File: src/rtl/latency_ping_pkg.sv
// -----------------------------------------------------------------------------
// latency_ping_pkg
//   Shared definitions for the link-latency ping scheduler: the scheduler
//   state encoding, the 8b/10b control characters it recognises and emits,
//   the width of the statistics counters and a saturating increment helper.
// -----------------------------------------------------------------------------
package latency_ping_pkg;

   // Scheduler states: waiting out the ping interval, waiting for an idle
   // slot to replace, and waiting for the far end to echo the marker.
   typedef enum logic [1:0] {
      WAIT_INTERVAL = 2'd0,
      WAIT_SLOT     = 2'd1,
      WAIT_ECHO     = 2'd2
   } ping_state_t;

   // Idle comma that may be replaced, and the default marker character.
   localparam logic [7:0] K28_5 = 8'hBC;
   localparam logic [7:0] K28_2 = 8'h5C;

   // Width of the marker and timeout statistics counters.
   localparam int STAT_WIDTH = 16;

   // Increment that sticks at all-ones instead of wrapping to zero.
   function automatic logic [STAT_WIDTH-1:0] satInc(input logic [STAT_WIDTH-1:0] value);
      if (value == {STAT_WIDTH{1'b1}}) begin
         return value;
      end
      return value + STAT_WIDTH'(1);
   endfunction

endpackage

File: src/rtl/sync_toggle_edge.sv
// -----------------------------------------------------------------------------
// sync_toggle_edge
//   Brings an asynchronous level or toggle signal into the local clock domain
//   through a two-flop synchroniser, and flags any change of the synchronised
//   level for one clock.
//
// Ports
//   i_clk    in  1  destination clock
//   i_rst_n  in  1  asynchronous, active-low reset
//   i_async  in  1  asynchronous input
//   o_sync   out 1  synchronised level
//   o_edge   out 1  high for one clock after the synchronised level changes
// -----------------------------------------------------------------------------
module sync_toggle_edge (
   input  logic i_clk,
   input  logic i_rst_n,
   input  logic i_async,
   output logic o_sync,
   output logic o_edge
);

   logic r_meta;
   logic r_sync;
   logic r_prev;

   // Two synchroniser stages followed by one history stage; the history
   // stage lets a toggle be seen as a single-cycle pulse whichever way it goes.
   always_ff @(posedge i_clk or negedge i_rst_n) begin
      if (!i_rst_n) begin
         r_meta <= 1'b0;
         r_sync <= 1'b0;
         r_prev <= 1'b0;
      end else begin
         r_meta <= i_async;
         r_sync <= r_meta;
         r_prev <= r_sync;
      end
   end

   assign o_sync = r_sync;
   assign o_edge = r_sync ^ r_prev;

endmodule

File: src/rtl/latency_ping_scheduler.sv
// -----------------------------------------------------------------------------
// latency_ping_scheduler
//   Upstream half of the link-latency measurement, clocked by the transceiver
//   TX user clock. Every INTERVAL_TICKS clocks it arms, replaces the next idle
//   K28.5 in the low TX byte with MARKER and toggles 'ping' in the very cycle
//   the marker is on txDataOut. It then waits for the echo toggle (or
//   TIMEOUT_TICKS clocks) before it may arm again.
//
// Build option
//   LATENCY_PING_STATS_EN  when defined, pingCount/timeoutCount count markers
//                          sent and echo timeouts (saturating). When not
//                          defined both outputs are tied to zero. Scheduling,
//                          ping and the TX path do not depend on it.
//
// Parameters
//   INTERVAL_TICKS  clocks between marker emissions
//   TIMEOUT_TICKS   clocks to wait for an echo after a marker
//   MARKER          K character put in place of the idle
//
// Ports
//   sysClk        in  1   TX user clock
//   sysReset_n    in  1   asynchronous, active-low reset
//   enable        in  1   static control; low = passthrough, no pings
//   rxValid       in  1   async; receive side aligned
//   echo          in  1   async toggle; each change = echo received
//   txDataIn      in  16  TX data from the framer
//   txCharIsKIn   in  2   K flags for txDataIn
//   txDataOut     out 16  TX data to the transceiver (1 clock latency)
//   txCharIsKOut  out 2   K flags to the transceiver
//   ping          out 1   toggles in the cycle the marker is on txDataOut
//   busy          out 1   high while waiting for a slot or for the echo
//   pingCount     out 16  markers sent, saturating
//   timeoutCount  out 16  echo timeouts, saturating
// -----------------------------------------------------------------------------
module latency_ping_scheduler
   import latency_ping_pkg::*;
#(
   parameter int unsigned INTERVAL_TICKS = 125000,
   parameter int unsigned TIMEOUT_TICKS  = 500,
   parameter logic [7:0]  MARKER         = K28_2
) (
   input  logic                  sysClk,
   input  logic                  sysReset_n,
   input  logic                  enable,
   input  logic                  rxValid,
   input  logic                  echo,
   input  logic [15:0]           txDataIn,
   input  logic [1:0]            txCharIsKIn,
   output logic [15:0]           txDataOut,
   output logic [1:0]            txCharIsKOut,
   output logic                  ping,
   output logic                  busy,
   output logic [STAT_WIDTH-1:0] pingCount,
   output logic [STAT_WIDTH-1:0] timeoutCount
);

   localparam int IW = ($clog2(INTERVAL_TICKS) < 1) ? 1 : $clog2(INTERVAL_TICKS);
   localparam int TW = ($clog2(TIMEOUT_TICKS) < 1) ? 1 : $clog2(TIMEOUT_TICKS);

   localparam logic [IW-1:0] INTERVAL_RELOAD = IW'(INTERVAL_TICKS - 1);
   localparam logic [TW-1:0] TIMEOUT_RELOAD  = TW'(TIMEOUT_TICKS - 1);

   ping_state_t   r_state;
   logic [IW-1:0] r_intervalTimer;
   logic [TW-1:0] r_echoTimer;
   logic          r_ping;
   logic          r_busy;
   logic [15:0]   r_txData;
   logic [1:0]    r_txCharIsK;

   logic w_rxValidSync;
   logic w_rxValidEdgeUnused;
   logic w_echoLevelUnused;
   logic w_echoEdge;
   logic w_slot;
   logic w_linkUp;
   logic w_emit;
   logic w_echoExpired;

   // rxValid only needs its level; its change pulse is left unused.
   sync_toggle_edge u_rxValidSync (
      .i_clk   (sysClk),
      .i_rst_n (sysReset_n),
      .i_async (rxValid),
      .o_sync  (w_rxValidSync),
      .o_edge  (w_rxValidEdgeUnused)
   );

   // echo is a toggle, so only its change pulse matters.
   sync_toggle_edge u_echoSync (
      .i_clk   (sysClk),
      .i_rst_n (sysReset_n),
      .i_async (echo),
      .o_sync  (w_echoLevelUnused),
      .o_edge  (w_echoEdge)
   );

   // A slot is an idle comma in the low byte; the high byte is never touched.
   // The marker is only inserted while the link is usable, so dropping enable
   // or rxValid lets a slot in that same cycle through unmodified.
   assign w_slot        = txCharIsKIn[0] && (txDataIn[7:0] == K28_5);
   assign w_linkUp      = enable && w_rxValidSync;
   assign w_emit        = w_linkUp && (r_state == WAIT_SLOT) && w_slot;
   // An echo arriving in the expiry cycle takes priority over the timeout.
   assign w_echoExpired = w_linkUp && (r_state == WAIT_ECHO) && !w_echoEdge
                          && (r_echoTimer == '0);

   // Scheduler FSM together with its registered outputs. The TX path is a
   // single register stage so the marker and the ping toggle leave together.
   // The interval timer free-runs down to zero in every state; if it already
   // hit zero while waiting for an echo, the next WAIT_INTERVAL cycle arms
   // straight away.
   always_ff @(posedge sysClk or negedge sysReset_n) begin
      if (!sysReset_n) begin
         r_state         <= WAIT_INTERVAL;
         r_intervalTimer <= INTERVAL_RELOAD;
         r_echoTimer     <= '0;
         r_ping          <= 1'b0;
         r_busy          <= 1'b0;
         r_txData        <= '0;
         r_txCharIsK     <= '0;
      end else begin
         r_txData    <= {txDataIn[15:8], (w_emit ? MARKER : txDataIn[7:0])};
         r_txCharIsK <= {txCharIsKIn[1], (txCharIsKIn[0] | w_emit)};

         if (r_intervalTimer != '0) begin
            r_intervalTimer <= r_intervalTimer - IW'(1);
         end

         if (!w_linkUp) begin
            r_state         <= WAIT_INTERVAL;
            r_intervalTimer <= INTERVAL_RELOAD;
            r_busy          <= 1'b0;
         end else begin
            case (r_state)
               WAIT_INTERVAL: begin
                  if (r_intervalTimer == '0) begin
                     r_state <= WAIT_SLOT;
                     r_busy  <= 1'b1;
                  end
               end
               WAIT_SLOT: begin
                  if (w_emit) begin
                     r_ping          <= ~r_ping;
                     r_intervalTimer <= INTERVAL_RELOAD;
                     r_echoTimer     <= TIMEOUT_RELOAD;
                     r_state         <= WAIT_ECHO;
                  end
               end
               WAIT_ECHO: begin
                  if (w_echoEdge || w_echoExpired) begin
                     r_state <= WAIT_INTERVAL;
                     r_busy  <= 1'b0;
                  end else begin
                     r_echoTimer <= r_echoTimer - TW'(1);
                  end
               end
               default: begin
                  r_state <= WAIT_INTERVAL;
                  r_busy  <= 1'b0;
               end
            endcase
         end
      end
   end

   assign txDataOut    = r_txData;
   assign txCharIsKOut = r_txCharIsK;
   assign ping         = r_ping;
   assign busy         = r_busy;

`ifdef LATENCY_PING_STATS_EN
   logic [STAT_WIDTH-1:0] r_pingCount;
   logic [STAT_WIDTH-1:0] r_timeoutCount;

   // Marker and timeout statistics; both stick at full scale.
   always_ff @(posedge sysClk or negedge sysReset_n) begin
      if (!sysReset_n) begin
         r_pingCount    <= '0;
         r_timeoutCount <= '0;
      end else begin
         if (w_emit) begin
            r_pingCount <= satInc(r_pingCount);
         end
         if (w_echoExpired) begin
            r_timeoutCount <= satInc(r_timeoutCount);
         end
      end
   end

   assign pingCount    = r_pingCount;
   assign timeoutCount = r_timeoutCount;
`else
   assign pingCount    = '0;
   assign timeoutCount = '0;
`endif

endmodule

File: config.mk
export PLATFORM = sky130hd
export DESIGN_NAME = latency_ping_scheduler
export DESIGN_NICKNAME = d
export VERILOG_FILES = /design/src/rtl/latency_ping_pkg.sv /design/src/rtl/sync_toggle_edge.sv /design/src/rtl/latency_ping_scheduler.sv
export SDC_FILE = /design/constraint.sdc
export NUM_CORES = 1
export LEC_CHECK = 0
export ABC_AREA = 1
export BUFFER_PORTS_ARGS = -buffer_cell sky130_fd_sc_hd__buf_4
export CAP_MARGIN = 10
export CORE_MARGIN = 2
export CORE_UTILIZATION = 55
export DETAILED_ROUTE_END_ITERATION = 10
export PLACE_DENSITY_LB_ADDON = 0.05
export SETUP_SLACK_MARGIN = 0.4
export SLEW_MARGIN = 20
export SYNTH_ARGS = -nofsm -noshare
export SYNTH_HDL_FRONTEND = slang
export SYNTH_SLANG_ARGS = --single-unit
File: constraint.sdc
create_clock -name sysClk -period 2.4 [get_ports sysClk]
set_input_delay 0.48 -clock sysClk [delete_from_list [all_inputs] [get_ports sysClk]]
set_output_delay 0.48 -clock sysClk [all_outputs]
set_load 0.02 [all_outputs]
=== After elaboration in Yosys (flattened, before gate mapping) ===
Cells that the tools add are included.

* $add $sub $neg: 2
* Div/mod/pow operators: 0
* Reductions and logical operators: 18
* Eq/ne operators: 9
* Shift-type cells: 0
* Bitwise gates (word level): 3
* Order comparisons: 0
* Multipliers: 0
* Mux-type cells: 17

{| class="wikitable"
|+ Operator list
! cell !! number
|-
| $mux W17 || 4
|-
| $mux W9 || 2
|-
| $pmux W9 S2 || 1
|-
| $logic_not A17 Y1 || 1
|-
| $reduce_bool A17 Y1 || 1
|-
| $sub A17 B1 Y17 const B || 1
|-
| $logic_not A9 Y1 || 1
|-
| $reduce_and A3 Y1 || 3
|-
| $sub A9 B1 Y9 const B || 1
|-
| $eq A8 B8 Y1 const B || 1
|-
| $mux W2 || 4
|-
| $mux W8 || 1
|-
| $logic_and A1 B1 Y1 || 7
|-
| $ne A2 B2 Y1 const B || 3
|-
| $ne A3 B3 Y1 const B || 2
|-
| $pmux W2 S3 || 1
|-
| $reduce_and A4 Y1 || 1
|-
| $mux W1 || 3
|-
| $ne A3 B2 Y1 const B || 1
|-
| $pmux W1 S3 || 1
|-
| $eq A2 B1 Y1 const B || 1
|-
| $eq A2 B2 Y1 const B || 1
|-
| $logic_not A2 Y1 || 1
|-
| $reduce_bool A2 Y1 || 1
|-
| 5 further kinds || 5
|}

* ROM bits: 0
* Memories kept: 0
* RAM bits: 0
* Bits of input ports: 23
* Output and inout bits: 52
* Register bits: 53
* Bits in latches: 0
* Logic and storage cells: 61

=== Logic depth before layout (Yosys ltp) ===
* Depth after elaboration: 8
* Gate-level depth with buffers: 10
* Gate-level depth less buffers: 10

=== Modules after synthesis ===
Synthesis repeated with hierarchy kept, for this count alone.

* Cells, all modules: 351
* Area, all modules: 2910.3 µm²

{| class="wikitable"
|+ Modules (own cells, without submodules)
! module !! instances !! sequential area each (µm²) !! cells an instance !! area an instance (µm²)
|-
| latency_ping_scheduler || 1 || 1212.4 || 335 || 2722.6
|-
| sync_toggle_edge || 2 || 75.1 || 8 || 93.8
|}

=== Worst setup path before layout ===
Ideal clock, no wire load.

* Kind: register to register
* Start: register r_intervalTimer[0]
* End: register r_intervalTimer[14]
* Library setup time: 84 ps
* Cell stages (with the launch flop): 10
* Clock period less this slack: 1435 ps
* Path slack: 965 ps
* Data required time: 2316 ps
* Buffers on the path: 0
* Arrival: 1351 ps
* Path through: dfstp_2 -> inv_1 -> ha_1 -> inv_1 -> nor2_2 -> nand2_1 -> o21ai_0 -> nand2_1 -> nand2_1 -> nand3_1

* Word-level cells in the longest chain between the ends: 5
* Elaborated cells on any way between the ends: 6
* Those cells by class: 1 x add/sub; 4 x mux; 1 x reduce/logical

{| class="wikitable"
|+ Ends and longest elaborated chain
! item !! RTL line !! text
|-
| from (decl) || latency_ping_scheduler.sv:64 || <nowiki>logic [IW-1:0] r_intervalTimer;</nowiki>
|-
| from (signal assigned) || latency_ping_scheduler.sv:127 || <nowiki>r_intervalTimer <= r_intervalTimer - IW'(1);</nowiki>
|-
| $sub A17 B1 Y17 or $reduce_bool A17 Y1 (tied branches) || latency_ping_scheduler.sv:127, latency_ping_scheduler.sv:126 ||
|-
| $mux W17 * || latency_ping_scheduler.sv:126 || <nowiki>if (r_intervalTimer != '0) begin</nowiki>
|-
| $mux W17 || latency_ping_scheduler.sv:143 || <nowiki>if (w_emit) begin</nowiki>
|-
| $mux W17 * || latency_ping_scheduler.sv:135 || <nowiki>case (r_state)</nowiki>
|-
| $mux W17 * || latency_ping_scheduler.sv:130 || <nowiki>if (!w_linkUp) begin</nowiki>
|}

Mark *: on every way between the ends. The rest lies on a longest branch, timed or not.
A chain may end at the register's enable or synchronous reset.

=== Final worst setup path ===
Same ends and word-level chain as after synthesis.

==> flow_metrics.env <==
export IMPL_status="completed"
export IMPL_crit_slowest_cell="dfstp_2"
export IMPL_ant_nets=0
export IMPL_synth_cell_area_um2=2800
export IMPL_cts_buffers=5
export IMPL_drive_gt1_share_pct=24.4
export IMPL_syn_instance_count=332
export IMPL_wl_per_cell_um=11.6
export IMPL_via_per_inst=4.67
export IMPL_reg2reg_to="r_intervalTimer[14]"
export IMPL_io_buffers=42
export IMPL_endpoint_kind="flop"
export IMPL_reg2reg_slack_ns=0.71
export IMPL_setup_tns_ns=0
export IMPL_num_rows=25
export IMPL_antenna_found_initial=0
export IMPL_insertion_delay_ns=0.30
export IMPL_ys_warn_count=0
export IMPL_synth_area_top_cells="dfrtp_1, nand2_1, buf_4"
export IMPL_vias=2055
export IMPL_fmax_ghz=0.591
export IMPL_final_max_slew_violation_count=0
export IMPL_path_depth=9
export IMPL_gp_congestion=0.857
export IMPL_syn_avg_cell_area_um2=8.44
export IMPL_htreeDepth=2
export IMPL_grt_setup_unrepaired="no"
export IMPL_postCtsHoldBufs=0
export IMPL_fp_dieW_um=75.4
export IMPL_yosysTopAreaCell="dfrtp_1"
export IMPL_fin_crit_sh_pct=70.5
export IMPL_stdcell_area_um2=3140
export IMPL_cp_data_arrival_time_ns=1.93
export IMPL_crit_type="flop to flop"
export IMPL_ys_seq_area_share_pct=47.7
export IMPL_cts_tree="built"
export IMPL_ys_async_sr_fraction_pct=100
export IMPL_n_antenna_cell=0
export IMPL_fin_skew_ns=0.00444
export IMPL_drt_iter0_markers=143
export IMPL_post_cts_resized=0
export IMPL_clock_sinks=53
export IMPL_synthTopCellsByCount="nand2_1, dfrtp_1, nor2_1"
export IMPL_dr_pass1_iters=4
export IMPL_num_nets_final=399
export IMPL_grt_start_max_net_pins=54
export IMPL_critical_path_cell_chain="inv_1, ha_1, inv_1, nor2_2, nand2_1, o21ai_0, nand2_1, nand2_1, nand3_1"
export IMPL_cp_start_kind="flop"
export IMPL_cp_required_ns=2.63
export IMPL_wirelength_mm=5.10
export IMPL_cts_root_buf="clkbuf_8"
export IMPL_grt_pass1_vias=1888
export IMPL_hold_viol=0
export IMPL_coreArea_um2=4820
export IMPL_die_h_um=75.4
export IMPL_min_period_ns=1.69
export IMPL_cp_startpoint="r_intervalTimer[0]"
export IMPL_dieArea_um2=5680
export IMPL_synth_cell_types=32
export IMPL_hpwlAfterDp_mm=3.80
export IMPL_route_detailed_drc=0
export IMPL_drv_cap=0
export IMPL_crit_end="r_intervalTimer[14]"
export IMPL_grt_pass1_wl_mm=8.35
export IMPL_grt_overflow_total=0
export IMPL_ys_flop_type="dfrtp_1"
export IMPL_synth_edf_count=0
export IMPL_r2r_cells=9
export IMPL_ios=75
export IMPL_pre_cts_ws_ns=0.627
export IMPL_hold_class="input port to async pin"
export IMPL_cp_max_fo=7
export IMPL_reg2reg_from="r_intervalTimer[0]"
export IMPL_synth_most_common_cell="nand2_1"
export IMPL_worst_pin_slew_ns=0.642
export IMPL_post_cts_buffers=0
export IMPL_layout_setup_ws_ns=0.708
export IMPL_cts_path_max_buffers=2
export IMPL_irDropWorstVdd_mv=0.383
export IMPL_cp_buffers_inverters=2
export IMPL_synth_ff_latch_count=53
export IMPL_synth_top_area_share_pct=39.3
export IMPL_cpPeakStageDelay_ns=0.38
export IMPL_crit_top_cell="nand2_1"
export IMPL_leakage_nw=1.61
export IMPL_grt_use_total_pct=19.6
export IMPL_areaGrowthSynthToFinish_pct=12.0
export IMPL_initial_core_util_pct=58.2
export IMPL_power_density_nw_per_um2=534
export IMPL_setup_violations=0
export IMPL_clk_pin_slew_ns=0.09
export IMPL_max_slew_margin_pct=57.2
export IMPL_placedInstanceArea_um2=3030
export IMPL_critPathTopFamily="simple AND/OR/NAND/NOR gates"
-- stage by stage --
step / total power [mW] / hold slack [ns] / util, % / cells
after detailed placement: 1.10 / 0.340 / 62.9 / 432
after CTS: 1.71 / 0.210 / 65.2 / 440
final: 1.68 / 0.191 / 65.2 / 440
after floorplan: 1.06 / 0.184 / - / 363
after global routing: 1.75 / 0.246 / 65.2 / 440
after global placement: 1.09 / 0.334 / 62.9 / 432
-- cell type report --
| class | instances | area, um2 |
|---|---|---|
| fillers | 447 | 1680 |
| flip-flops and latches | 53 | 1340 |
| multi-input cells | 233 | 1150 |
| repair buffers | 42 | 315 |
| inverters | 37 | 139 |
| well taps | 67 | 83.8 |
| clock buffers | 6 | 72.6 |
| clock inverters | 2 | 38.8 |
-- sequential cells by signal (all words and copies together) (netlist names) --
signal	flops
busy	1
ping	1
r_echoTimer	9
r_intervalTimer	17
r_state	2
txCharIsKOut	2
txDataOut	16
u_echoSync.o_sync	1
u_echoSync.r_meta	1
u_echoSync.r_prev	1
u_rxValidSync.o_sync	1
u_rxValidSync.r_meta	1
-- layout by cell type (no fill, tap or decap), types with 5 or more instances in the layout --
master / synthesis / final
nand2_1: 74 / 74
dfrtp_1: 44 / 44
nor2_1: 42 / 42
buf_4: 33 / 42
nand3_1: 35 / 35
conb_1: 1 / 32
inv_1: 27 / 27
inv_2: 9 / 9
dfstp_2: 9 / 9
o21ai_2: 6 / 6
nand3_2: 5 / 5
nand4_1: 5 / 5
clkbuf_8: 0 / 5
-- where the power goes --
| group | internal (mW) | leakage, nW | total, mW | switching [mW] |
|---|---|---|---|---|
| Combinational | 0.0473 | 0.934 | 0.155 | 0.108 |
| Clock | 0.315 | 0.0558 | 0.600 | 0.285 |
| Sequential | 0.915 | 0.625 | 0.922 | 0.00663 |
| Total | 1.28 | 1.61 | 1.68 | 0.400 |
-- worst reg2reg max path: stages, from the launching register on --
cell	delay, ns
dfstp_2	0.38
inv_1	0.10
ha_1	0.25
inv_1	0.09
nor2_2	0.29
nand2_1	0.14
o21ai_0	0.18
nand2_1	0.06
nand2_1	0.06
nand3_1	0.07
-- layer usage --
layer,global-route usage (%),wire [um],vias up
met5,0,0,-
met4,5.85,69,0
met3,3.57,244,6
met2,35.3,2740,50
met1,23.9,2050,948
li1,-,-,1051
-- cell families (layout without fill, tap and decap cells) --
family	count (synthesis)	in the layout	share of synthesized area, %
AOI/OAI and AO/OA	13	13	3.53
xor gates and xnor gates	5	5	1.56
adders and majority gates	4	4	1.79
buffers and inverters	77	87	15.3
DFF	53	53	47.7
other	1	32	0.134
and+or+nand+nor	179	179	30.0
-- worst min path at each step --
stage                                      end  cells past startpoint
after global routing             txDataOut[14]                      1
after global placement    u_rxValidSync.o_sync                      0
after CTS                        txDataOut[14]                      1
after floorplan                           busy                      0
after detailed placement     u_echoSync.o_sync                      0
final                            txDataOut[14]                      1
Power figures use the tool's default switching activity.
